**src/rtl/mem_arb_pkg.sv**
```systemverilog
// ============================================================================
//  Module      : mem_arb_pkg
//  Description : Shared types and default widths for the IF/MEM memory port
//                arbiter.
//  Revision    : 1.0 - initial release
// ============================================================================
`default_nettype none

package mem_arb_pkg;

    // Arbiter FSM encoding
    typedef enum logic [1:0] {
        IDLE  = 2'd0,
        DATA  = 2'd1,
        FETCH = 2'd2
    } arb_state_e;

    // Default port widths
    localparam int ARB_ADDR_W = 32;
    localparam int ARB_DATA_W = 32;

endpackage

`default_nettype wire

```
**src/rtl/sat_counter.sv**
```systemverilog
// ============================================================================
//  Module      : sat_counter
//  Description : CNT_W-wide up-counter that sticks at all-ones.
//  Revision    : 1.0 - initial release
// ============================================================================
`default_nettype none

module sat_counter #(
    parameter int CNT_W = 32
) (
    input  logic             clk_i,
    input  logic             rst_i,
    input  logic             inc_i,
    output logic [CNT_W-1:0] cnt_o
);

    logic [CNT_W-1:0] cnt_q;
    logic [CNT_W-1:0] cnt_d;

    // Increment unless already saturated
    always_comb begin
        cnt_d = cnt_q;
        if (inc_i && (cnt_q != {CNT_W{1'b1}})) begin
            cnt_d = cnt_q + {{(CNT_W-1){1'b0}}, 1'b1};
        end
    end

    // Counter register
    always_ff @(posedge clk_i or posedge rst_i) begin
        if (rst_i) begin
            cnt_q <= '0;
        end else begin
            cnt_q <= cnt_d;
        end
    end

    assign cnt_o = cnt_q;

endmodule

`default_nettype wire

```
**src/rtl/mem_port_arbiter.sv**
```systemverilog
// ============================================================================
//  Module      : mem_port_arbiter
//  Description : Serialises instruction-fetch and load/store requests onto a
//                single-port memory and stalls the pipeline until every
//                request of the current pipeline cycle has completed.
//                Optional macro ARB_PERF_CNT_EN adds saturating stall and
//                conflict counters.
//  Revision    : 1.0 - initial release
// ============================================================================
`default_nettype none

module mem_port_arbiter
    import mem_arb_pkg::*;
#(
    parameter int ADDR_W = ARB_ADDR_W,
    parameter int DATA_W = ARB_DATA_W
`ifdef ARB_PERF_CNT_EN
    ,
    parameter int CNT_W  = 32
`endif
) (
    input  logic              clk_i,
    input  logic              rst_i,
    input  logic              if_req_i,
    input  logic [ADDR_W-1:0] if_addr_i,
    output logic [DATA_W-1:0] if_rdata_o,
    input  logic              dm_read_i,
    input  logic              dm_write_i,
    input  logic [ADDR_W-1:0] dm_addr_i,
    input  logic [DATA_W-1:0] dm_wdata_i,
    output logic [DATA_W-1:0] dm_rdata_o,
    output logic              stall_o,
    output logic              mem_req_o,
    output logic              mem_we_o,
    output logic [ADDR_W-1:0] mem_addr_o,
    output logic [DATA_W-1:0] mem_wdata_o,
    input  logic              mem_ack_i,
    input  logic [DATA_W-1:0] mem_rdata_i
`ifdef ARB_PERF_CNT_EN
    ,
    output logic [CNT_W-1:0]  stall_cnt_o,
    output logic [CNT_W-1:0]  conflict_cnt_o
`endif
);

    arb_state_e        state_q, state_d;
    logic [ADDR_W-1:0] addr_q, addr_d;
    logic [DATA_W-1:0] wdata_q, wdata_d;
    logic              we_q, we_d;
    logic [DATA_W-1:0] if_rdata_q, if_rdata_d;
    logic [DATA_W-1:0] dm_rdata_q, dm_rdata_d;
    logic              if_done_q, if_done_d;
    logic              dm_done_q, dm_done_d;

    logic              dm_req;
    logic              dm_pend;
    logic              if_pend;

    assign dm_req  = dm_read_i | dm_write_i;
    assign dm_pend = dm_req & ~dm_done_q;
    assign if_pend = if_req_i & ~if_done_q;
    assign stall_o = dm_pend | if_pend;

    // Next-state, memory command and capture logic; data wins over fetch
    // because the MEM-stage instruction is the older one
    always_comb begin
        state_d    = state_q;
        addr_d     = addr_q;
        wdata_d    = wdata_q;
        we_d       = we_q;
        if_rdata_d = if_rdata_q;
        dm_rdata_d = dm_rdata_q;
        if_done_d  = if_done_q;
        dm_done_d  = dm_done_q;

        // Pipeline advances on this edge: start a fresh pipeline cycle
        if (!stall_o) begin
            if_done_d = 1'b0;
            dm_done_d = 1'b0;
        end

        case (state_q)
            IDLE: begin
                if (dm_pend) begin
                    state_d = DATA;
                    addr_d  = dm_addr_i;
                    wdata_d = dm_wdata_i;
                    we_d    = dm_write_i;
                end else if (if_pend) begin
                    state_d = FETCH;
                    addr_d  = if_addr_i;
                    we_d    = 1'b0;
                end
            end
            DATA: begin
                if (mem_ack_i) begin
                    if (!we_q) begin
                        dm_rdata_d = mem_rdata_i;
                    end
                    dm_done_d = 1'b1;
                    if (if_pend) begin
                        state_d = FETCH;
                        addr_d  = if_addr_i;
                        we_d    = 1'b0;
                    end else begin
                        state_d = IDLE;
                        we_d    = 1'b0;
                    end
                end
            end
            FETCH: begin
                if (mem_ack_i) begin
                    if_rdata_d = mem_rdata_i;
                    if_done_d  = 1'b1;
                    if (dm_pend) begin
                        state_d = DATA;
                        addr_d  = dm_addr_i;
                        wdata_d = dm_wdata_i;
                        we_d    = dm_write_i;
                    end else begin
                        state_d = IDLE;
                    end
                end
            end
            default: begin
                state_d = IDLE;
                we_d    = 1'b0;
            end
        endcase
    end

    // State, memory command and captured-data registers
    always_ff @(posedge clk_i or posedge rst_i) begin
        if (rst_i) begin
            state_q    <= IDLE;
            addr_q     <= '0;
            wdata_q    <= '0;
            we_q       <= 1'b0;
            if_rdata_q <= '0;
            dm_rdata_q <= '0;
            if_done_q  <= 1'b0;
            dm_done_q  <= 1'b0;
        end else begin
            state_q    <= state_d;
            addr_q     <= addr_d;
            wdata_q    <= wdata_d;
            we_q       <= we_d;
            if_rdata_q <= if_rdata_d;
            dm_rdata_q <= dm_rdata_d;
            if_done_q  <= if_done_d;
            dm_done_q  <= dm_done_d;
        end
    end

    assign mem_req_o   = (state_q != IDLE);
    assign mem_we_o    = we_q;
    assign mem_addr_o  = addr_q;
    assign mem_wdata_o = wdata_q;
    assign if_rdata_o  = if_rdata_q;
    assign dm_rdata_o  = dm_rdata_q;

`ifdef ARB_PERF_CNT_EN
    logic conflict_inc;

    // A conflict is an IDLE cycle where both requesters still need service
    assign conflict_inc = (state_q == IDLE) & dm_pend & if_pend;

    sat_counter #(
        .CNT_W (CNT_W)
    ) u_stall_cnt (
        .clk_i (clk_i),
        .rst_i (rst_i),
        .inc_i (stall_o),
        .cnt_o (stall_cnt_o)
    );

    sat_counter #(
        .CNT_W (CNT_W)
    ) u_conflict_cnt (
        .clk_i (clk_i),
        .rst_i (rst_i),
        .inc_i (conflict_inc),
        .cnt_o (conflict_cnt_o)
    );
`endif

endmodule

`default_nettype wire
```
**config.mk**
```make
export PLATFORM = sky130hd
export DESIGN_NAME = mem_port_arbiter
export DESIGN_NICKNAME = d
export VERILOG_FILES = /design/src/rtl/mem_arb_pkg.sv /design/src/rtl/sat_counter.sv /design/src/rtl/mem_port_arbiter.sv
export SDC_FILE = /design/constraint.sdc
export NUM_CORES = 1
export LEC_CHECK = 0
export ABC_AREA = 1
export CORE_MARGIN = 8
export CORE_UTILIZATION = 38
export CTS_BUF_LIST = sky130_fd_sc_hd__clkbuf_8 sky130_fd_sc_hd__clkbuf_16
export DETAILED_ROUTE_END_ITERATION = 10
export HOLD_SLACK_MARGIN = 0.15
export PLACE_DENSITY = 0.84
export SETUP_SLACK_MARGIN = 0.5
export SYNTH_ARGS = -nofsm -noshare
export SYNTH_HDL_FRONTEND = slang
export SYNTH_SLANG_ARGS = --single-unit
```
**constraint.sdc**
```tcl
create_clock -name clk_i -period 4.5 [get_ports clk_i]
set_input_delay 1.125 -clock clk_i [delete_from_list [all_inputs] [get_ports clk_i]]
set_output_delay 1.125 -clock clk_i [all_outputs]
set_load 0.005 [all_outputs]
```
### After elaboration in Yosys (flattened, before gate mapping)

Index checks and enable logic that the tools add are counted.

| word-level totals | value |
|---|---|
| output and inout bits | 131 |
| logic and storage cells | 59 |
| register bits | 133 |
| input port bits | 134 |

| cells by class | value |
|---|---|
| eq/ne operators | 6 |
| bitwise logic cells | 7 |
| reductions and logical operators | 10 |
| multiplexer cells | 28 |

Operator list:

| operator | number |
|---|---|
| $mux W32 | 7 |
| $pmux W32 S3 | 1 |
| $pmux W32 S2 | 1 |
| $mux W1 | 12 |
| $mux W2 | 5 |
| $reduce_and A4 Y1 | 2 |
| $ne A2 B2 Y1 const B | 3 |
| $pmux W2 S3 | 1 |
| $reduce_and A3 Y1 | 2 |
| $reduce_and A2 Y1 | 2 |
| $reduce_bool A2 Y1 | 2 |
| $ne A3 B3 Y1 const B | 1 |
| $not A1 Y1 | 3 |
| $pmux W1 S3 | 1 |
| $reduce_bool A3 Y1 | 1 |
| $and A1 B1 Y1 | 2 |
| $eq A2 B1 Y1 const B | 1 |
| $eq A2 B2 Y1 const B | 1 |
| $logic_not A2 Y1 | 1 |
| $or A1 B1 Y1 | 2 |

### Longest topological paths before layout

| depth | value |
|---|---|
| depth in word-level cells | 6 |
| depth in mapped cells | 10 |
| gate-level depth less buffers | 9 |

### Least setup slack after synthesis

Ideal clock, no wire load.

| timing path | value |
|---|---|
| path kind | input to output |
| start | in if_req_i |
| end | out stall_o |
| path slack | 1,762 ps |
| cell stages on the path | 3 |
| arrival | 1,613 ps |
| data required time | 3,375 ps |
| path through | nand2_1 -> clkbuf_1 -> nand2_1 |

| on the way | value |
|---|---|
| word-level cells in the longest chain between the ends | 2 |

Ends and longest elaborated chain:

| what | line | text |
|---|---|---|
| from (decl) | mem_port_arbiter.sv:24 | `input logic if_req_i,` |
| $and A1 B1 Y1 | mem_port_arbiter.sv:61 | `assign if_pend = if_req_i & ~if_done_q;` |
| $or A1 B1 Y1 | mem_port_arbiter.sv:62 | `assign stall_o = dm_pend \| if_pend;` |
| to (decl) | mem_port_arbiter.sv:32 | `output logic stall_o,` |

Every way passes these cells.

### Final worst setup path

| timing path | value |
|---|---|
| start | in dm_write_i |
| end | out stall_o |

| on the way | value |
|---|---|
| word-level cells in the longest chain between the ends | 3 |

Ends and longest elaborated chain:

| what | line | text |
|---|---|---|
| from (decl) | mem_port_arbiter.sv:28 | `input logic dm_write_i,` |
| $or A1 B1 Y1 | mem_port_arbiter.sv:59 | `assign dm_req = dm_read_i \| dm_write_i;` |
| $and A1 B1 Y1 | mem_port_arbiter.sv:60 | `assign dm_pend = dm_req & ~dm_done_q;` |
| $or A1 B1 Y1 | mem_port_arbiter.sv:62 |  |

Every way passes these cells.

==> qor.yml <==
place:
  portBuffers: 264
  place.gp.congestion: 0.823
  placed_cells: 1200
  place_hpwl_mm: 13.6
setup_path:
  arrival_ns: 2.54
  start_kind: "input pin"
  crit_type: "input pin to output port"
  crit_fanout: 6
  crit_required_ns: 3.38
  cp-end-kind: "output port"
logic_synthesis:
  synth-edff-count: 0
  synth_area_um2: 5980
  synth_cell_type_count: 19
  async_reset_ff_share_pct: 100
  avgSynthCellArea_um2: 7.97
  ys_ff_latch: 133
  yosysTopAreaCell: "dfrtp_1"
  syn-instance-count: 751
  yosys-top-cells-count: "nand2_1 (288), dfrtp_1 (133), inv_1 (115)"
  synth-main-ff-cell: "dfrtp_1"
  synth_area_leaders: "dfrtp_1 (56%), nand2_1 (18%), inv_1 (7.2%)"
  synth_nets: 890
  yosysMostFrequentCell: "nand2_1"
  synth-seq-area-share_pct: 55.6
  synthDominantCellAreaShare_pct: 55.6
  yosys_warnings: 0
routing:
  post_drt_wl_per_cell_um: 15.2
  route.vias.total: 5635
  first_iter_violations: 275
  first_pass_iters: 4
  drc_errors: 0
  ant_nets: 0
  routed_wl_mm: 18.7
  vias_per_cell: 4.57
sta:
  fin_skew_ns: 0.00705
  worst_pin_slew_ns: 1.06
  hold_viol: 0
  rsz0062_at_grt: "no"
  maxSlewHeadroom_pct: 29.0
  fmax_mhz: 273
  final_max_slew_viol_count: 0
  post-route-min-period_ns: 3.66
  setup_violations: 0
  fin_crit_sh_pct: 81.4
  tns_ns: 0
cells_and_area:
  nFillCells: 1405
  drive_above_1_share_pct: 5.22
  antenna_cells: 0
  final_util_pct: 60.0
  register_area_um2: 3330
  fin_cells: 1232
  nNetsFinal: 1142
  area_delta_synth_final_pct: 57.1
  multi_input_area_um2: 2050
floorplanning:
  io_pins: 265
  coreArea_um2: 15700
  die_w_um: 141
  die-area_um2: 20000
  start_util_pct: 38.2
  row_count: 46
  fp.dieH_um: 141
global_route:
  antenna_found_initial: 0
  overflow: 0
  grt_use_total_pct: 18.7
  grt_max_degree: 134
  grt_pass1_wl_mm: 29.6
  grt_pass1_vias: 5658
power_and_ir_drop:
  p_clk_share_pct: 21.1
  power_frac_seq_pct: 31.5
  powerDensity_nw_per_um2: 716
  p_leak_uw: 0.00467
  internal_power_uw: 4250
  combPwrFrac_pct: 47.5
  swShare_pct: 36.9
  p_sw_uw: 2480
  irDropWorstVdd_mv: 0.331
clocking:
  ctsHoldBuffers: 0
  root_buffer: "clkbuf_16"
  clockBufferDepth: 2
  cts_resized: 0
  clk_pin_slew_ns: 0.06
  h-tree-depth: 4
  cts_setup_buffers: 0
  cts_inserted_buffers: 17
  clock_insertion_delay_worst_skew_ns: 0.41
  cts_sinks: 133
  cts_tree: "yes"
outcome:
  status: "complete, no violations"
job:
  drv_cap: 0
min_path:
  hp-class: "flop to flop"
metal layers:
metal	routed length, µm	up-vias	track usage [%]
met1	7110	2582	21.3
met3	2020	35	7.86
met5	0	-	0
li1	-	2797	-
met2	9000	221	30.0
met4	585	0	9.33
worst max-delay path: stages:
cell,delay (ns)
clkdlybuf4s50_1,0.47
o21ai_2,0.32
nand2_1,0.10
clkdlybuf4s50_1,0.52
power groups by stage:
stage | sequential, µW | combinational [µW] | clock (µW)
floorplan | 2150 | 1520 | 0
global placement | 2090 | 3160 | 0
detailed placement | 2130 | 3240 | 0
CTS | 2120 | 3260 | 1460
global route | 2190 | 3570 | 1510
finish | 2120 | 3190 | 1420
worst paths after layout:
check | from | endpoint | slack, ns | cells after the start
worst min-delay path | mem_addr_o[26] | mem_addr_o[26] | 0.47 | 2
min in group asynchronous | rst_i | if_rdata_o[22] | 1.28 | 3
worst min register to register | mem_addr_o[26] | mem_addr_o[26] | 0.47 | 2
worst max-delay path | dm_write_i | stall_o | 0.84 | 4
worst max register to register | state_q[0] | mem_addr_o[8] | 2.10 | 7
max in group asynchronous | rst_i | if_rdata_o[14] | 2.69 | 3
registers in the layout, summed over array words and instances, names as in the netlist:
name	flops
state_q	2
dm_done_q	1
mem_we_o	1
mem_addr_o	32
dm_rdata_o	32
mem_wdata_o	32
if_done_q	1
if_rdata_o	32
logic make-up after synthesis:
logic type                 count (synthesis)  share of synthesized area [%]
DFF                                      133                           55.6
adders and majority gates                  5                           1.05
AOI/OAI and AO/OA                        120                           10.5
and+or+nand+nor                          339                           22.5
buffers and inverters                    154                           10.3
cells in the final DEF (no fill, tap or decap), types with 3 or more instances in the layout:
cell             instances
clkdlybuf4s50_1        264
nand3_1                 43
inv_6                    4
o21ai_1                 35
nand2_2                  5
buf_4                    5
nand2_1                286
dfrtp_1                133
clkbuf_16               17
o21ai_0                 79
bufinv_16                3
inv_1                  115
clkinv_2                 4
ha_1                     5
final cells by class:
cell class                      count  area share, %
Timing Repair Buffer              270           28.7
Clock inverter                     15           1.89
Sequential cell                   133           35.4
Tap cell                          216           2.88
Multi-Input combinational cell    464           21.8
Inverter                          117           4.71
Clock buffer                       17           4.53
per-stage QoR:
step	area [µm²]	worst slack (ns)	hold slack, ns	power, µW
global placement	8790	0.891	0.454	5260
global route	9400	0.722	0.496	7270
detailed placement	8790	0.831	0.459	5370
finish	9400	0.837	0.473	6720
floorplan	5990	1.72	0.465	3670
CTS	9400	0.828	0.474	6830
(Power assumes the default switching activity.)
